--- src/rtl/fp_addsub_seq.sv ---
`timescale 1ns/1ps
// Multi-cycle FADD.S/FSUB.S sequencer: issues a - b (or a - (-b)) to the shared
// subtract datapath, then normalises iteratively and packs with truncation.
module fp_addsub_seq #(
    parameter int         MAX_NORM = 24,
    parameter logic [6:0] SUB_F7   = 7'b0000100
) (
    input  logic        clk,
    input  logic        reset,
    input  logic        req_valid,
    output logic        req_ready,
    input  logic        req_sub,
    input  logic [31:0] req_a,
    input  logic [31:0] req_b,
    output logic        resp_valid,
    input  logic        resp_ready,
    output logic [31:0] resp_data,
    output logic [2:0]  resp_flags,
    output logic        busy,
    output logic        dp_float_ctrl,
    output logic [6:0]  dp_funct_7,
    output logic [31:0] dp_a,
    output logic [31:0] dp_b,
    input  logic        dp_z_s,
    input  logic [7:0]  dp_z_e,
    input  logic [26:0] dp_z_m
);

    localparam int                 CNT_W      = $clog2(MAX_NORM + 1);
    localparam logic [CNT_W-1:0]   CNT_MAX    = CNT_W'(MAX_NORM);
    localparam logic signed [9:0]  E_MIN      = -10'sd126;
    localparam logic signed [9:0]  E_BIAS     = 10'sd127;
    localparam logic signed [9:0]  BIASED_INF = 10'sd255;
    localparam logic [31:0]        QNAN       = 32'h7FC0_0000;

    typedef enum logic [2:0] {
        S_IDLE,
        S_EVAL,
        S_NORM,
        S_PACK,
        S_DONE
    } state_t;

    state_t                  r_state;
    state_t                  w_state_nxt;

    logic                    r_s;
    logic signed [9:0]       r_e;
    logic [24:0]             r_m;
    logic [CNT_W-1:0]        r_cnt;
    logic                    r_preset;
    logic [31:0]             r_dp_a;
    logic [31:0]             r_dp_b;
    logic [31:0]             r_resp_data;
    logic [2:0]              r_resp_flags;

    logic                    w_special;
    logic                    w_dp_zero;
    logic                    w_shift_r;
    logic                    w_shift_l;
    logic signed [9:0]       w_biased;
    logic                    w_ovf;
    logic [31:0]             w_packed;
    logic [2:0]              w_packed_flags;
    logic                    w_unused_ok;

    assign w_special = (dp_z_e == 8'hFF);
    assign w_dp_zero = (dp_z_m[24:0] == 25'd0);

    // Right shift (carry) has priority; left shifts stop at the subnormal floor.
    assign w_shift_r = r_m[24];
    assign w_shift_l = !r_m[23] && (r_e > E_MIN) && (r_cnt < CNT_MAX);

    assign w_biased = r_e + E_BIAS;
    assign w_ovf    = (w_biased >= BIASED_INF);
    assign w_packed = w_ovf     ? {r_s, 8'hFF, 23'd0} :
                      !r_m[23]  ? {r_s, 8'h00, r_m[22:0]} :
                                  {r_s, w_biased[7:0], r_m[22:0]};
    assign w_packed_flags = {1'b0, w_ovf, (w_packed[30:0] == 31'd0)};

    // Bit 25 of the datapath magnitude carries no information for this sequencer.
    assign w_unused_ok = dp_z_m[25];

    always_ff @(posedge clk) begin
        if (reset) r_state <= S_IDLE;
        else       r_state <= w_state_nxt;
    end

    always_comb begin
        // NOTE: default assigned first so no path leaves w_state_nxt unassigned (no latch).
        w_state_nxt = r_state;
        unique case (r_state)
            S_IDLE: if (req_valid) w_state_nxt = S_EVAL;
            S_EVAL: w_state_nxt = (w_special || w_dp_zero) ? S_PACK : S_NORM;
            S_NORM: if (!w_shift_r && !w_shift_l) w_state_nxt = S_PACK;
            S_PACK: w_state_nxt = S_DONE;
            S_DONE: if (resp_ready) w_state_nxt = S_IDLE;
            default: w_state_nxt = S_IDLE;
        endcase
    end

    always_ff @(posedge clk) begin
        // NOTE: non-blocking assignments keep every register sampling pre-edge values.
        if (reset) begin
            r_s          <= 1'b0;
            r_e          <= '0;
            r_m          <= '0;
            r_cnt        <= '0;
            r_preset     <= 1'b0;
            r_dp_a       <= '0;
            r_dp_b       <= '0;
            r_resp_data  <= '0;
            r_resp_flags <= '0;
        end else begin
            unique case (r_state)
                S_IDLE: begin
                    if (req_valid) begin
                        r_dp_a <= req_a;
                        r_dp_b <= req_sub ? req_b : {~req_b[31], req_b[30:0]};
                    end
                end
                S_EVAL: begin
                    r_s      <= dp_z_s;
                    r_e      <= {{2{dp_z_e[7]}}, dp_z_e};
                    r_m      <= dp_z_m[24:0];
                    r_cnt    <= '0;
                    r_preset <= w_special || w_dp_zero;
                    if (w_special) begin
                        r_resp_data  <= dp_z_m[26] ? QNAN : {dp_z_s, 8'hFF, 23'd0};
                        r_resp_flags <= dp_z_m[26] ? 3'b100 : 3'b000;
                    end else if (w_dp_zero) begin
                        r_resp_data  <= 32'd0;
                        r_resp_flags <= 3'b001;
                    end
                end
                S_NORM: begin
                    if (w_shift_r) begin
                        r_m <= r_m >> 1;
                        r_e <= r_e + 10'sd1;
                    end else if (w_shift_l) begin
                        r_m   <= r_m << 1;
                        r_e   <= r_e - 10'sd1;
                        r_cnt <= r_cnt + CNT_W'(1);
                    end
                end
                S_PACK: begin
                    if (!r_preset) begin
                        r_resp_data  <= w_packed;
                        r_resp_flags <= w_packed_flags;
                    end
                end
                default: ;
            endcase
        end
    end

    assign req_ready     = (r_state == S_IDLE);
    assign busy          = (r_state != S_IDLE);
    assign resp_valid    = (r_state == S_DONE);
    assign dp_float_ctrl = (r_state == S_EVAL);
    assign dp_funct_7    = SUB_F7;
    assign dp_a          = r_dp_a;
    assign dp_b          = r_dp_b;
    assign resp_data     = r_resp_data;
    assign resp_flags    = r_resp_flags;

endmodule
--- config.mk ---
export PLATFORM = sky130hd
export DESIGN_NAME = fp_addsub_seq
export DESIGN_NICKNAME = d
export VERILOG_FILES = /design/src/rtl/fp_addsub_seq.sv
export SDC_FILE = /design/constraint.sdc
export NUM_CORES = 1
export LEC_CHECK = 0
export CORE_MARGIN = 10
export CORE_UTILIZATION = 50
export CTS_CLUSTER_DIAMETER = 30
export DETAILED_ROUTE_END_ITERATION = 8
export DONT_BUFFER_PORTS = 1
export PLACE_DENSITY = 0.76
export SLEW_MARGIN = 20
export SYNTH_ARGS = -nofsm -noshare
export SYNTH_HDL_FRONTEND = slang
export SYNTH_SLANG_ARGS = --single-unit
--- constraint.sdc ---
create_clock -name clk -period 2.4 [get_ports clk]
set_input_delay 0.12 -clock clk [delete_from_list [all_inputs] [get_ports clk]]
set_output_delay 0.12 -clock clk [all_outputs]
set_load 0.02 [all_outputs]
==> impl_metrics.yaml, run 1 <==
logic_synthesis:
  synth_area_um2: 6399
  async_flop_share_pct: 0
  yosys_warnings: 0
  synth.distinct_cells: 65
  synthFlopType: "dfxtp_1"
  synth-edff-count: 0
  ys_seq_area_share_pct: 45.05
  synth_cells: 762
  ys_ff_latch: 144
  syn_area_per_cell_um2: 8.397
critical_path:
  cp-end-kind: "register"
  criticalPathCategory: "register to register"
  startpoint_type: "register"
  path_max_fanout: 11
  cpPeakStageDelay_ps: 480
  crit_top_cell: "a21oi_1"
  crit_chain: "clkinvlp_4 -> fa_1 -> a21oi_1 -> o211ai_1 -> nor4_1 -> a21oi_1 -> xnor2_1 -> o41ai_1"
  crit_slowest_cell: "fa_1"
  arrival_ps: 2610
  worstPathRequired_ps: 2710
grt:
  grt_usage_pct: 22.69
  antenna_found_initial: 4
  grt_pass1_wl_um: 32800
  grt_max_degree: 121
  first_global_vias: 6118
  grt.overflow.total: 0
sta:
  maxSlewHeadroom_pct: 57.42
  setup_viol: 0
  fin_crit_sh_pct: 95.67
  hold_viol: 0
  post-route-min-period_ps: 2296
  drv_slew: 0
  worst_pin_slew_ps: 638.7
  final.setup_skew_ps: 7.875
  max_freq_mhz: 435.5
cts:
  clk_latency_ps: 410
  postCtsSetupBuffers: 0
  ctsRootBufferMaster: "clkbuf_16"
  cts.sinks: 144
  cts_tree: "yes"
  cts_buffer_depth: 2
  clock_tree.htree_level_count: 4
  cts_made_buffers: 17
  path_clk_slew_ps: 60
floorplan:
  dieArea_um2: 17720
  io_pins: 215
  initial_core_util_pct: 50.91
  core_um2: 12570
  die_w_um: 133.1
  fp-row-count: 41
  dieHeight_um: 133.1
finish:
  syn2layout_area_growth_pct: 23.82
  nNetsFinal: 942
  postLayoutCoreUtil_pct: 63.04
  final_area_um2: 7923
  drive_above_1_share_pct: 8.711
routing:
  dr.pass1.iters: 5
  drc: 0
  vias: 6213
  via_per_inst: 6.109
  first_iter_violations: 668
  routedWlPerCell_um: 20.58
  antenna_left: 0
  wl_um: 20930
outcome:
  outcome: "finished clean"
run:
  drv_cap: 0
power_and_ir_drop:
  peakVddDrop_v: 0.0005703
  p_leak_uw: 0.002987
  pwr_density_cell_nw_per_um2: 1305
placed_design:
  hpwl_um: 13710
  place_area_um2: 6538
  globalplace.congestion: 0.8690
  portBuffers: 0
min_path:
  hold_class: "input port to register"
-- synth_stat cells (2+ instances only) --
| master | count | area [um2] |
|---|---|---|
| nor3_1 | 14 | 70.07 |
| a21boi_0 | 3 | 22.52 |
| a311oi_1 | 5 | 43.79 |
| or3_1 | 2 | 12.51 |
| dfxtp_1 | 144 | 2883 |
| nand3b_1 | 6 | 45.04 |
| a21oi_1 | 85 | 425.4 |
| o2111ai_1 | 2 | 17.52 |
| and3_1 | 22 | 137.6 |
| inv_1 | 9 | 33.78 |
| nor2_1 | 47 | 176.4 |
| buf_4 | 9 | 67.56 |
| nor4_1 | 13 | 81.33 |
| a31oi_1 | 5 | 31.28 |
| nand4_1 | 7 | 43.79 |
| o31ai_1 | 2 | 15.01 |
| nand3_1 | 7 | 35.03 |
| nor3_2 | 2 | 20.02 |
| xor2_1 | 7 | 61.31 |
| a221oi_1 | 24 | 210.2 |
| o211ai_1 | 3 | 22.52 |
| a22oi_1 | 3 | 22.52 |
| conb_1 | 2 | 7.510 |
| nor2b_1 | 2 | 12.51 |
| nand2_1 | 159 | 596.8 |
| buf_2 | 6 | 30.03 |
| nand2b_1 | 5 | 31.28 |
| buf_1 | 2 | 7.510 |
| o221a_2 | 3 | 33.78 |
| nor3b_1 | 5 | 37.54 |
| o21ai_0 | 7 | 35.03 |
| a21o_1 | 2 | 15.01 |
| a32oi_1 | 4 | 35.03 |
| buf_6 | 4 | 45.04 |
| a211o_1 | 2 | 17.52 |
| xnor2_1 | 9 | 78.83 |
| a211oi_1 | 27 | 202.7 |
| clkbuf_1 | 43 | 161.4 |
| or2_2 | 2 | 12.51 |
| ha_1 | 11 | 137.6 |
| a22o_1 | 22 | 192.7 |
-- critical path: cells and delay by family (launching register included) --
| kind | cells | cell delay [ps] |
|---|---|---|
| flops | 1 | 390 |
| simple gates | 1 | 220 |
| compound gates | 4 | 680 |
| fa+ha+maj | 1 | 480 |
| xor+xnor | 1 | 140 |
| buf+inv | 1 | 270 |
-- layout make-up --
type                            count  area [um2]
Multi-Input combinational cell    549        3214
Inverter                           10       41.29
Sequential cell                   144        2885
Fill cell                         997        4646
Antenna cell                        7       17.52
Tap cell                          172       215.2
Clock buffer                       23       457.9
Clock inverter                      9       60.06
Timing Repair Buffer              103        1031
-- timing repair --
item,4_1_cts,5_1_grt
setup endpoints to repair,0,44
hold buffers,81,0
hold endpoints to repair,121,0
gates resized for setup,0,7
-- sequential cells by signal, indices dropped and copies added, names as in the netlist --
register    count
r_s             1
dp_b           32
r_state         3
r_m            25
resp_flags      3
dp_a           32
r_preset        1
r_cnt           5
r_e            10
resp_data      32
-- stage by stage --
| stage | hold slack, ps | power (uW) | worst slack [ps] | cells | setup TNS [ps] |
|---|---|---|---|---|---|
| finish | 16.14 | 10340 | 103.9 | 1017 | 0 |
| global route | 40.18 | 11010 | -2.570 | 1014 | -3.575 |
| CTS | 1.566 | 10230 | 68.67 | 1010 | 0 |
| detailed placement | 203.9 | 7727 | 96.08 | 897 | 0 |
| global placement | 201.4 | 7532 | 204.9 | 897 | 0 |
| floorplan | 256.0 | 6739 | 251.9 | 767 | 0 |
-- metal layers --
metal  wire (um)  vias up  global-route usage [%]  share of wire (%)
met5           0        -                       0                  0
met3        2267       70                   9.850                 11
met2       10260      337                   36.61                 49
met4         920        0                   12.88                4.4
li1            -     2854                       -                  -
met1        7477     2952                   24.48                 36
-- cell usage in the layout (no fill, tap or decap), drive strengths merged, types with 4 or more instances in the layout --
cell type,synthesis,routed
nand3b,6,6
a311oi,5,5
xor2,7,7
a21boi,4,4
nand3,7,7
nor2,48,48
nand2,159,159
clkbuf,43,23
inv,9,10
xnor2,9,9
and3,22,22
dlygate4sd3,0,80
nor4,14,14
o21ai,8,8
a211oi,28,28
a31oi,5,5
buf,21,23
diode,0,7
a22o,22,22
nor3b,5,5
ha,11,11
clkinvlp,0,4
conb,2,7
dfxtp,144,144
nor3,16,16
nand4,7,7
a221oi,24,24
clkinv,1,5
nand2b,6,6
a21oi,86,86
a32oi,4,4
-- path summary, 6_finish.rpt --
kind                            startpoint      end  slack, ps  cells past startpoint
worst max-delay path               r_m[24]   r_e[8]        100                      8
worst min-delay path            dp_z_m[13]  r_m[13]         20                      2
worst max register to register     r_m[24]   r_e[8]        100                      8
worst min register to register         r_s      r_s        470                      2
-- report_power, final --
part           total, uW  internal, uW  switching, uW
clock network       2330          1350            981
logic               4090          1640           2450
registers           3920          2960            957
-- kinds of logic (layout without fill, tap and decap cells) --
group,after synthesis,in the layout,share of synthesized area (%)
adders and majority gates,12,12,2.464
AOI/OAI and AO/OA,212,212,22.76
muxes,1,1,0.1564
xor gates and xnor gates,16,16,2.190
other,2,14,0.1174
buffers and inverters,74,145,5.455
and+or+nand+nor,301,301,21.80
DFF,144,144,45.05
No activity file was read; power rests on OpenSTA's default activity.
==> run 2, diff against run 1 <==
--- a/config.mk
+++ b/config.mk
@@ -7,6 +7,7 @@
 export LEC_CHECK = 0
 export CORE_MARGIN = 10
 export CORE_UTILIZATION = 50
+export CTS_BUF_LIST = sky130_fd_sc_hd__clkbuf_8
 export CTS_CLUSTER_DIAMETER = 30
 export DETAILED_ROUTE_END_ITERATION = 8
 export DONT_BUFFER_PORTS = 1
==> run 2 against run 1 <==
  * Sequential share of layout area down 0.065 points
  * Cell area rose by 0.22%
  * Critical path depth did not move
  * Critical endpoint unchanged
  * Largest power group unchanged
  * Clock skew is 2.6 ps higher
  * Non-clock buffer count increased by 21
==> impl_metrics.yaml, run 2 (synthesis results as in run 1) <==
routing:
  antenna_left: 0
  vias: 6292
  via_per_inst: 6.068
  first_iter_violations: 709
  dr.pass1.iters: 6
  routedWlPerCell_um: 20.64
  drc: 0
  wl_um: 21410
placed_design:
  place_worst_setup_slack_ps: 96.08
  hpwl_um: 13710
  portBuffers: 0
  placed_cells: 897
  globalplace.congestion: 0.8690
finish:
  final-seq-area_um2: 2887
  final_cell_mix: "158 x nand2_1, 141 x dfxtp_1, 101 x dlygate4sd3_1"
  final_cell_count_no_fill: 1037
  fill_cells: 1006
  mostFrequentLayoutCell: "nand2_1"
  syn2layout_area_growth_pct: 24.09
  drive_above_1_share_pct: 8.615
  nNetsFinal: 963
  multiInputGateArea_um2: 3214
cts:
  cts_tree: "yes"
  clock_tree.htree_level_count: 4
  cts.sinks: 144
  cts_buffer_depth: 2
  path_clk_slew_ps: 70
  clk_latency_ps: 450
  postCtsSetupBuffers: 0
  ctsRootBufferMaster: "clkbuf_8"
  cts_made_buffers: 17
critical_path:
  r2r-start: "r_m[24]"
  startpoint_type: "register"
  r2r_end: "r_e[8]"
  path_max_fanout: 11
  cp-end-kind: "register"
  criticalPathCategory: "register to register"
  r2r_cells: 8
  rrSetupSlack_ps: 130
  worstPathRequired_ps: 2750
  arrival_ps: 2620
power_and_ir_drop:
  total_power_uw: 9679
  p_leak_uw: 0.003009
  pwr_density_cell_nw_per_um2: 1219
  peakVddDrop_v: 0.0007000
min_path:
  min_path_cells: 2
  hold-path-endpoint: "r_m[9]"
  hold_class: "input port to register"
  min_from: "dp_z_m[9]"
sta:
  maxSlewHeadroom_pct: 58.26
  setup_viol: 0
  post-route-min-period_ps: 2267
  worst_pin_slew_ps: 626.1
  worst_slack_ps: 133.3
  hold_viol: 0
  fin_crit_sh_pct: 94.45
  final.setup_skew_ps: 10.48
  drv_slew: 0
  max_freq_mhz: 441.2
floorplan:
  io_pins: 215
  fp-row-count: 41
  dieHeight_um: 133.1
  initial_core_util_pct: 50.91
  core_um2: 12570
  dieArea_um2: 17720
  die_w_um: 133.1
grt:
  grt_pass1_wl_um: 33490
  grt.overflow.total: 0
  grt_max_degree: 121
  grt_usage_pct: 23.19
  first_global_vias: 6174
  antenna_found_initial: 3
run:
  drv_cap: 0
outcome:
  outcome: "finished clean"
[run 2: changes by cell type in the layout (fill, tap and decap cells not counted)]
cell / previous run / this run
dlygate4sd3_1: 80 / 101
clkbuf_16: 17 / 0
clkbuf_8: 1 / 18
clkbuf_1: 5 / 0
inv_1: 8 / 13
dfxtp_1: 142 / 141
dfxtp_2: 2 / 3
diode_2: 7 / 6
[run 2: worst max-delay path: stages, from the launching register on]
cell        delay (ps)
dfxtp_1            390
clkinvlp_4         250
fa_1               480
a21oi_1            210
o211ai_1           170
nor4_1             210
a21oi_1             90
xnor2_1            140
o41ai_1            220
[run 2: timing repair]
action / CTS / global route
resized for setup: 0 / 8
hold buffers: 102 / 0
endpoints found under the setup margin: 0 / 43
endpoints found under the hold margin: 121 / 0
[run 2: per-layer routing]
layer / share of wire, % / track usage (%)
met1: 36 / 25.60
met2: 49 / 37.66
met3: 11 / 8.835
met4: 4.7 / 13.06
met5: 0 / 0
[run 2: area by class of cell]
class                      count  share of cell area (%)
antenna                        6                  0.1891
clock buffer                  18                   3.120
clock inverter                14                  0.9928
inverter                      10                  0.5200
multi-input combinational    549                   40.48
sequential                   144                   36.35
tap                          172                   2.710
timing repair buffer         124                   15.63
[run 2: how the worst max path moves through the flow]
stage / from / end / slack [ps] / cells past startpoint
finish: r_m[24] / r_e[8] / 130 / 8
global route: r_m[24] / r_e[8] / -2 / 8
CTS: r_state[0] / resp_data[22] / 60 / 6
detailed placement: r_state[0] / resp_data[22] / 100 / 6
global placement: r_state[0] / resp_data[22] / 200 / 6
floorplan: r_m[24] / r_e[9] / 250 / 9
[run 2: metrics by stage]
| stage | instance area (um2) | hold WS [ps] | setup TNS, ps | util [%] |
|---|---|---|---|---|
| 4_1_cts | 7903 | 14.61 | 0 | 62.88 |
| 3_5_place_dp | 6538 | 203.9 | 0 | 52.02 |
| 6_report | 7940 | 30.75 | 0 | 63.18 |
| 5_1_grt | 7935 | 12.36 | -2.025 | 63.14 |
| 2_1_floorplan | 6417 | 256.0 | 0 | - |
| 3_3_place_gp | 6538 | 201.4 | 0 | 52.02 |
[run 2: power by group]
group	switching [uW]	total, uW	internal, uW
Combinational	2460	4120	1660
Clock	924	1640	719
Sequential	955	3910	2960
